===== config.mk =====
export PLATFORM = sky130hd
export DESIGN_NAME = r2b_core_dispatch
export DESIGN_NICKNAME = d
export VERILOG_FILES = /design/src/rtl/r2b_core_dispatch.sv
export SDC_FILE = /design/constraint.sdc
export NUM_CORES = 1
export LEC_CHECK = 0
export BUFFER_PORTS_ARGS = -buffer_cell sky130_fd_sc_hd__buf_2
export CORE_MARGIN = 3
export CORE_UTILIZATION = 40
export CTS_CLUSTER_SIZE = 12
export DETAILED_ROUTE_END_ITERATION = 10
export PLACE_DENSITY_LB_ADDON = 0.08
export SLEW_MARGIN = 30
export SYNTH_ARGS = -nofsm -noshare
export SYNTH_HDL_FRONTEND = slang
export SYNTH_SLANG_ARGS = --single-unit

===== constraint.sdc =====
create_clock -name clk -period 12.01 [get_ports clk]
set_input_delay 0.6005 -clock clk [delete_from_list [all_inputs] [get_ports clk]]
set_output_delay 0.6005 -clock clk [all_outputs]
set_load 0.03 [all_outputs]

===== src/rtl/r2b_core_dispatch.sv =====
// Buffers block beats from the horizontal row-to-block converter and fans each one
// out to NUM_CORES_H MAC core lanes, each with its own valid/ready handshake.
module r2b_core_dispatch #(
   parameter int WIDTH       = 16,
   parameter int FRAC_WIDTH  = 8,
   parameter int CHUNK_SIZE  = 4,
   parameter int NUM_CORES_H = 3,
   parameter int DEPTH       = 4
) (
   input  logic                                      clk,
   input  logic                                      rst,
   input  logic                                      en,
   input  logic                                      in_valid,
   input  logic [WIDTH*CHUNK_SIZE*NUM_CORES_H-1:0]   in_data,
   input  logic                                      in_last,
   output logic [WIDTH*CHUNK_SIZE*NUM_CORES_H-1:0]   core_data,
   output logic [NUM_CORES_H-1:0]                    core_valid,
   input  logic [NUM_CORES_H-1:0]                    core_ready,
   output logic [NUM_CORES_H-1:0]                    core_last,
   output logic [$clog2(DEPTH+1)-1:0]                fifo_count,
   output logic                                      overflow,
   output logic                                      done
);

   localparam int LANE_W = WIDTH * CHUNK_SIZE;
   localparam int DATA_W = LANE_W * NUM_CORES_H;
   localparam int PTR_W  = $clog2(DEPTH);
   localparam int CNT_W  = $clog2(DEPTH + 1);

   // Data is never interpreted, so the only constraint on the Q format is that it fits.
   generate
      if (FRAC_WIDTH > WIDTH || DEPTH < 2) begin : g_param_err
         $error("r2b_core_dispatch: invalid FRAC_WIDTH or DEPTH");
      end
   endgenerate

   logic [DATA_W-1:0]      mem_data_r [DEPTH];
   logic [DEPTH-1:0]       mem_last_r;
   logic [PTR_W-1:0]       wr_ptr_r;
   logic [PTR_W-1:0]       rd_ptr_r;
   logic [CNT_W-1:0]       count_r;
   logic [NUM_CORES_H-1:0] taken_r;
   logic                   overflow_r;
   logic                   done_r;

   logic                   empty_s;
   logic                   full_s;
   logic                   active_s;
   logic [NUM_CORES_H-1:0] valid_s;
   logic [NUM_CORES_H-1:0] accept_s;
   logic                   pop_s;
   logic                   push_req_s;
   logic                   push_s;
   logic                   head_last_s;
   logic [DATA_W-1:0]      head_data_s;

   function automatic logic [PTR_W-1:0] ptr_next(input logic [PTR_W-1:0] p);
      if (p == PTR_W'(DEPTH - 1)) begin
         return {PTR_W{1'b0}};
      end else begin
         return p + PTR_W'(1);
      end
   endfunction

   // Handshake, pop/push decisions and head-of-queue view.
   always_comb begin
      empty_s     = (count_r == CNT_W'(0));
      full_s      = (count_r == CNT_W'(DEPTH));
      active_s    = en & ~empty_s;
      valid_s     = {NUM_CORES_H{active_s}} & ~taken_r;
      accept_s    = valid_s & core_ready;
      // Head retires once every lane has it, whether taken earlier or this cycle.
      pop_s       = active_s & (&(taken_r | accept_s));
      push_req_s  = en & in_valid;
      push_s      = push_req_s & (~full_s | pop_s);
      head_last_s = mem_last_r[rd_ptr_r];
      if (empty_s) begin
         head_data_s = {DATA_W{1'b0}};
      end else begin
         head_data_s = mem_data_r[rd_ptr_r];
      end
   end

   // Entry storage; contents are qualified by count_r so they need no reset.
   always_ff @(posedge clk) begin
      if (push_s) begin
         mem_data_r[wr_ptr_r] <= in_data;
         mem_last_r[wr_ptr_r] <= in_last;
      end
   end

   // Pointers, occupancy, per-lane taken flags and status flags.
   always_ff @(posedge clk or posedge rst) begin
      if (rst) begin
         wr_ptr_r   <= {PTR_W{1'b0}};
         rd_ptr_r   <= {PTR_W{1'b0}};
         count_r    <= {CNT_W{1'b0}};
         taken_r    <= {NUM_CORES_H{1'b0}};
         overflow_r <= 1'b0;
         done_r     <= 1'b0;
      end else begin
         if (push_s) begin
            wr_ptr_r <= ptr_next(wr_ptr_r);
         end
         if (pop_s) begin
            rd_ptr_r <= ptr_next(rd_ptr_r);
            taken_r  <= {NUM_CORES_H{1'b0}};
         end else begin
            taken_r  <= taken_r | accept_s;
         end
         case ({push_s, pop_s})
            2'b10:   count_r <= count_r + CNT_W'(1);
            2'b01:   count_r <= count_r - CNT_W'(1);
            default: count_r <= count_r;
         endcase
         if (push_req_s & full_s & ~pop_s) begin
            overflow_r <= 1'b1;
         end
         done_r <= pop_s & head_last_s;
      end
   end

   assign core_data  = head_data_s;
   assign core_valid = valid_s;
   assign core_last  = valid_s & {NUM_CORES_H{head_last_s}};
   assign fifo_count = count_r;
   assign overflow   = overflow_r;
   assign done       = done_r;

endmodule


-- Yosys cells after proc, flatten, opt, wreduce, memory -nomap -nowiden
Memories as Yosys holds them, arrays and structs flattened.
Cells that the tools add are included.
- add/subtract/negate cells: 4
- magnitude comparators: 3
- eq/ne operators: 5
- multiplexer cells: 12
- bitwise logic cells: 16
- reductions and logical operators: 4
- operator list (operator ; count):
    $mux W192 ; 1
    $and A3 B3 Y3 ; 3
    $and A1 B1 Y1 ; 7
    $eq A2 B2 Y1 const B ; 3
    $lt A2 B3 Y1 const B ; 2
    $pmux W3 S2 ; 1
    $add A2 B1 Y2 const B ; 2
    $bwmux W4 ; 1
    $mux W1 ; 4
    $mux W2 ; 2
    $add A3 B1 Y3 const B ; 1
    $eq A3 B3 Y1 const B ; 1
    $logic_not A3 Y1 ; 1
    $mux W3 ; 1
    $not A1 Y1 ; 3
    $not A3 Y3 ; 1
    $or A3 B3 Y3 ; 1
    $reduce_and A3 Y1 ; 1
    $sub A3 B1 Y3 const B ; 1
    $bmux W1 S2 ; 1
    $demux W1 S2 ; 1
    $eq A2 B1 Y1 const B ; 1
    $ge A2 B1 Y1 const B ; 1
    $reduce_bool A2 Y1 ; 1
    other kinds (2) ; 2
- register bits after elaboration: 16
- bits in writable memories: 768
- input bits: 200
- output and inout port bits: 203
- memories: 1
- memories (name ; depth ; bits a word ; read ports ; clocked after memory_dff ; wr ports ; RTL line ; text):
    mem_data_r ; 4 ; 192 ; 1 ; 0 ; 1 ; 37 ; logic [DATA_W-1:0] mem_data_r [DEPTH];

-- Depth between registers and ports, before layout
- depth in word-level cells: 12
- mapped depth: 8

-- Worst setup path after synthesis
No wires, ideal clock.
- kind: input -> register
- from: input core_ready[1]
- to: memory mem_data_r[0][0] in the netlist's numbering (enable)
- data arrival time: 5.729 ns
- required time: 11.433 ns
- path slack: 5.704 ns
- cell stages on the path: 4
- buffers on the path: 0
- cells stage by stage: o22ai_1 or2_2 a31oi_4 and2_1
- longest elaborated chain between the ends: 8
- ends and longest elaborated chain (what ; RTL line ; text):
    start: declaration ; 18 ; input logic [NUM_CORES_H-1:0] core_ready,
    $and A3 B3 Y3 ; 71 ; accept_s = valid_s & core_ready;
    $or A3 B3 Y3 ; 73 ; pop_s = active_s & (&(taken_r | accept_s));
    $reduce_and A3 Y1 ; 73 ;
    $and A1 B1 Y1 ; 73 ;
    $or A1 B1 Y1 ; 75 ; push_s = push_req_s & (~full_s | pop_s);
    $and A1 B1 Y1 ; 75 ;
    $mux W1 ; 86 ; if (push_s) begin
    $mux W1 (not written as such) ; 87 ; mem_data_r[wr_ptr_r] <= in_data;
    end: declaration ; 37 ;
No other way between the ends.

-- Final worst setup path
- from: register rd_ptr_r[0]
- to: output core_data[12]
- longest elaborated chain between the ends: 2
- ends and longest elaborated chain (what ; RTL line ; text):
    start: declaration ; 40 ; logic [PTR_W-1:0] rd_ptr_r;
    start signal: assignment ; 96 ; rd_ptr_r <= {PTR_W{1'b0}};
    start signal: assignment ; 106 ; rd_ptr_r <= ptr_next(rd_ptr_r);
    $mem_v2 Z4 W192 ; n/a ;
    $mux W192 ; 77 ; if (empty_s) begin
    end: declaration ; 16 ; output logic [WIDTH*CHUNK_SIZE*NUM_CORES_H-1:0] core_data,
No other way between the ends.

==> results.json <==
{
  "coreArea_sq_um": 73580,
  "ys_warn_count": 0,
  "synthTopCellsByArea": "edfxtp_1 (77%), mux4_2 (15%), and2_1 (4.1%)",
  "cp_data_required_time_ns": 11.41,
  "report.final.slew_viol_count": 0,
  "holdCritPathClass": "input pin to asynchronous set/reset pin",
  "gr-usage-all-layers_pct": 17.09,
  "clockPowerShare_pct": 26.3,
  "critPathKind": "register to output pin",
  "viasPerCell": 5.057,
  "yosys.area.top_type_share_pct": 77.46,
  "ys_seq_area_share_pct": 78.47,
  "irDropWorstVdd_mv": 0.1308,
  "vias": 14090,
  "fin_crit_ns": 4.281,
  "maxSlewHeadroom_pct": 37.55,
  "grt-ovfl-total": 0,
  "top_layer": "met5",
  "cts.sinks": 784,
  "drt_pass1_iterations": 5,
  "setup_tns_ns": 0,
  "hold_viol": 0,
  "seqPwrFrac_pct": 37.3,
  "tritoncts": "yes",
  "drt_iter0_markers": 736,
  "synth_area_per_cell_sq_um": 22.90,
  "status": "completed",
  "cts.path.max_buffers": 3,
  "min_period_over_period_pct": 35.65,
  "wire_per_inst_microns": 23.91,
  "final_common_cell": "edfxtp_1",
  "pre_cts_ws_ns": 8.225,
  "cts.htree.levels": 3,
  "drt-total-wl_mm": 66.60,
  "syn_area_sq_um": 29930,
  "dieHeight_microns": 279.5,
  "p_int_mw": 6.048,
  "portBuffers": 402,
  "antenna_found_initial": 25,
  "powerDensity_nw_per_um2": 261.9,
  "clkTransAtPathRegs_ns": 0.06,
  "die_area_sq_um": 78130,
  "clock.fmax_ghz": 0.2336,
  "hold_buffers": 0,
  "crit_arrival_ns": 3.68,
  "synthCells": 1307,
  "dpl.hpwl_mm": 39.33,
  "insertion_delay_ns": 0.60,
  "met3_wirelength_mm": 5.343,
  "place.gp.congestion": 0.7193,
  "wl_met1_mm": 26.48,
  "timing.critical_path.from_type": "register",
  "core.rowCount": 99,
  "rsz0062_at_grt": "false",
  "wl_met2_mm": 33.44,
  "cts_resized": 0,
  "synth_top_area_cell": "edfxtp_1",
  "p_switching_mw": 3.283,
  "p_leak_nw": 12.14,
  "pwr-share-comb_pct": 36.4,
  "numCtsBuffers": 85,
  "drv_cap": 0,
  "start_util_pct": 40.67,
  "max_stage_delay_ns": 0.90,
  "die_x_microns": 279.5,
  "critPathSlowestCell": "dfrtp_4",
  "synth-seq-cells": 784,
  "grt_pass1_vias": 15370,
  "skew_ns": 0.01812,
  "ioPinCount": 403,
  "grt_pass1_wl_mm": 98.95,
  "synth_cell_type_count": 34,
  "crit_chain": "buf_4 -> buf_6 -> mux4_2 -> and2_1 -> buf_2",
  "tightest_slew_ns": 0.9368,
  "syn_nets": 1513,
  "drc": 0,
  "finalNetCount": 1957,
  "area_growth_pct": 19.07,
  "grt_start_max_net_pins": 142,
  "cts_setup_buffers": 0,
  "root_buffer": "clkbuf_16",
  "setup_violations": 0,
  "crit_path_end_kind": "output pin",
  "final_antenna_net_count": 0,
  "worst_slack_ns": 7.729,
  "swShare_pct": 35.18,
  "drive_above_1_share_pct": 40.76,
  "mostFrequentLayoutCells": "edfxtp_1 (772), buf_2 (402), and2_1 (194), mux4_2 (193), clkbuf_16 (89)",
  "crit_fanout": 49
}
registers in the layout, summed over array words and instances, names as in the netlist:
register,flops
wr_ptr_r,2
mem_last_r,4
mem_data_r,768
rd_ptr_r,2
overflow,1
done,1
fifo_count,3
taken_r,3
kinds of logic after synthesis:
| family | after synthesis | share of synthesized area [%] |
|---|---|---|
| buf+inv | 73 | 1.463 |
| flops | 784 | 78.47 |
| xor+xnor | 1 | 0.02927 |
| fa+ha+maj | 6 | 0.2759 |
| mux | 199 | 14.74 |
| compound gates | 14 | 0.3679 |
| simple gates | 230 | 4.653 |
through the flow:
step | area (sq um) | hold WS, ns | util (%) | total power, mW | std cells
after floorplan | 29930 | 0.4652 | - | 6.039 | 1307
after global placement | 32900 | 0.4572 | 44.72 | 7.018 | 2621
after detailed placement | 32950 | 0.4627 | 44.78 | 7.034 | 2622
after CTS | 35570 | 0.02933 | 48.34 | 9.518 | 2771
after global routing | 35610 | 0.07090 | 48.39 | 9.811 | 2776
final | 35630 | 0.05097 | 48.43 | 9.331 | 2786
path summary, 6_finish.rpt:
| check | start | endpoint | slack, ns | cells after the start |
|---|---|---|---|---|
| max | rd_ptr_r[0] | core_data[12] | 7.73 | 5 |
| min | rst | fifo_count[2] | 0.05 | 2 |
| max reg2reg | taken_r[1] | mem_data_r[3][12] | 8.71 | 5 |
| min reg2reg | overflow | overflow | 0.48 | 1 |
| max in group asynchronous | rst | rd_ptr_r[0] | 11.53 | 2 |
| min in group clk | in_data[144] | mem_data_r[3][144] | 0.21 | 1 |
power groups by stage:
stage	clock (mW)	sequential, mW	combinational, mW
global placement	0	3.54	3.48
global route	2.65	3.51	3.64
finish	2.45	3.48	3.40
CTS	2.53	3.49	3.49
floorplan	0	3.51	2.53
detailed placement	0	3.55	3.49
metal layers:
metal  GRT usage (%)  up-vias
met5               0        -
met4           5.038       24
met3           5.992      100
met2           28.07      350
met1           21.59     7344
li1                -     6271
worst max-delay path, delay by kind of cell, from the launching register on:
| family | cells | cell delay, ns |
|---|---|---|
| buf+inv | 3 | 1.29 |
| flops | 1 | 0.90 |
| mux | 1 | 0.58 |
| simple gates | 1 | 0.19 |
cells in the mapped netlist, drive strengths merged:
cell    count
edfxtp    772
and2      198
mux4      193
buf        41
clkbuf     25
nor2       15
dfrtp      12
inv         7
nand2       7
a21oi       5
ha          5
mux2        4
a31oi       2
mux2i       2
nor3        2
or3         2
a22o        1
a32o        1
a41o        1
and3        1
fa          1
nand2b      1
nor2b       1
nor4b       1
o21ai       1
o22a        1
o22ai       1
o311ai      1
or2         1
or4         1
xor2        1
final cells by class:
| cell class | count | area (sq um) |
|---|---|---|
| inverter | 7 | 26.28 |
| multi-input combinational | 450 | 6021 |
| timing repair buffer | 423 | 2241 |
| fill | 6212 | 37950 |
| clock buffer | 112 | 2333 |
| antenna | 14 | 35.03 |
| sequential | 784 | 23490 |
| clock inverter | 37 | 286.5 |
| tap | 959 | 1200 |
Power figures use the tool's default switching activity.
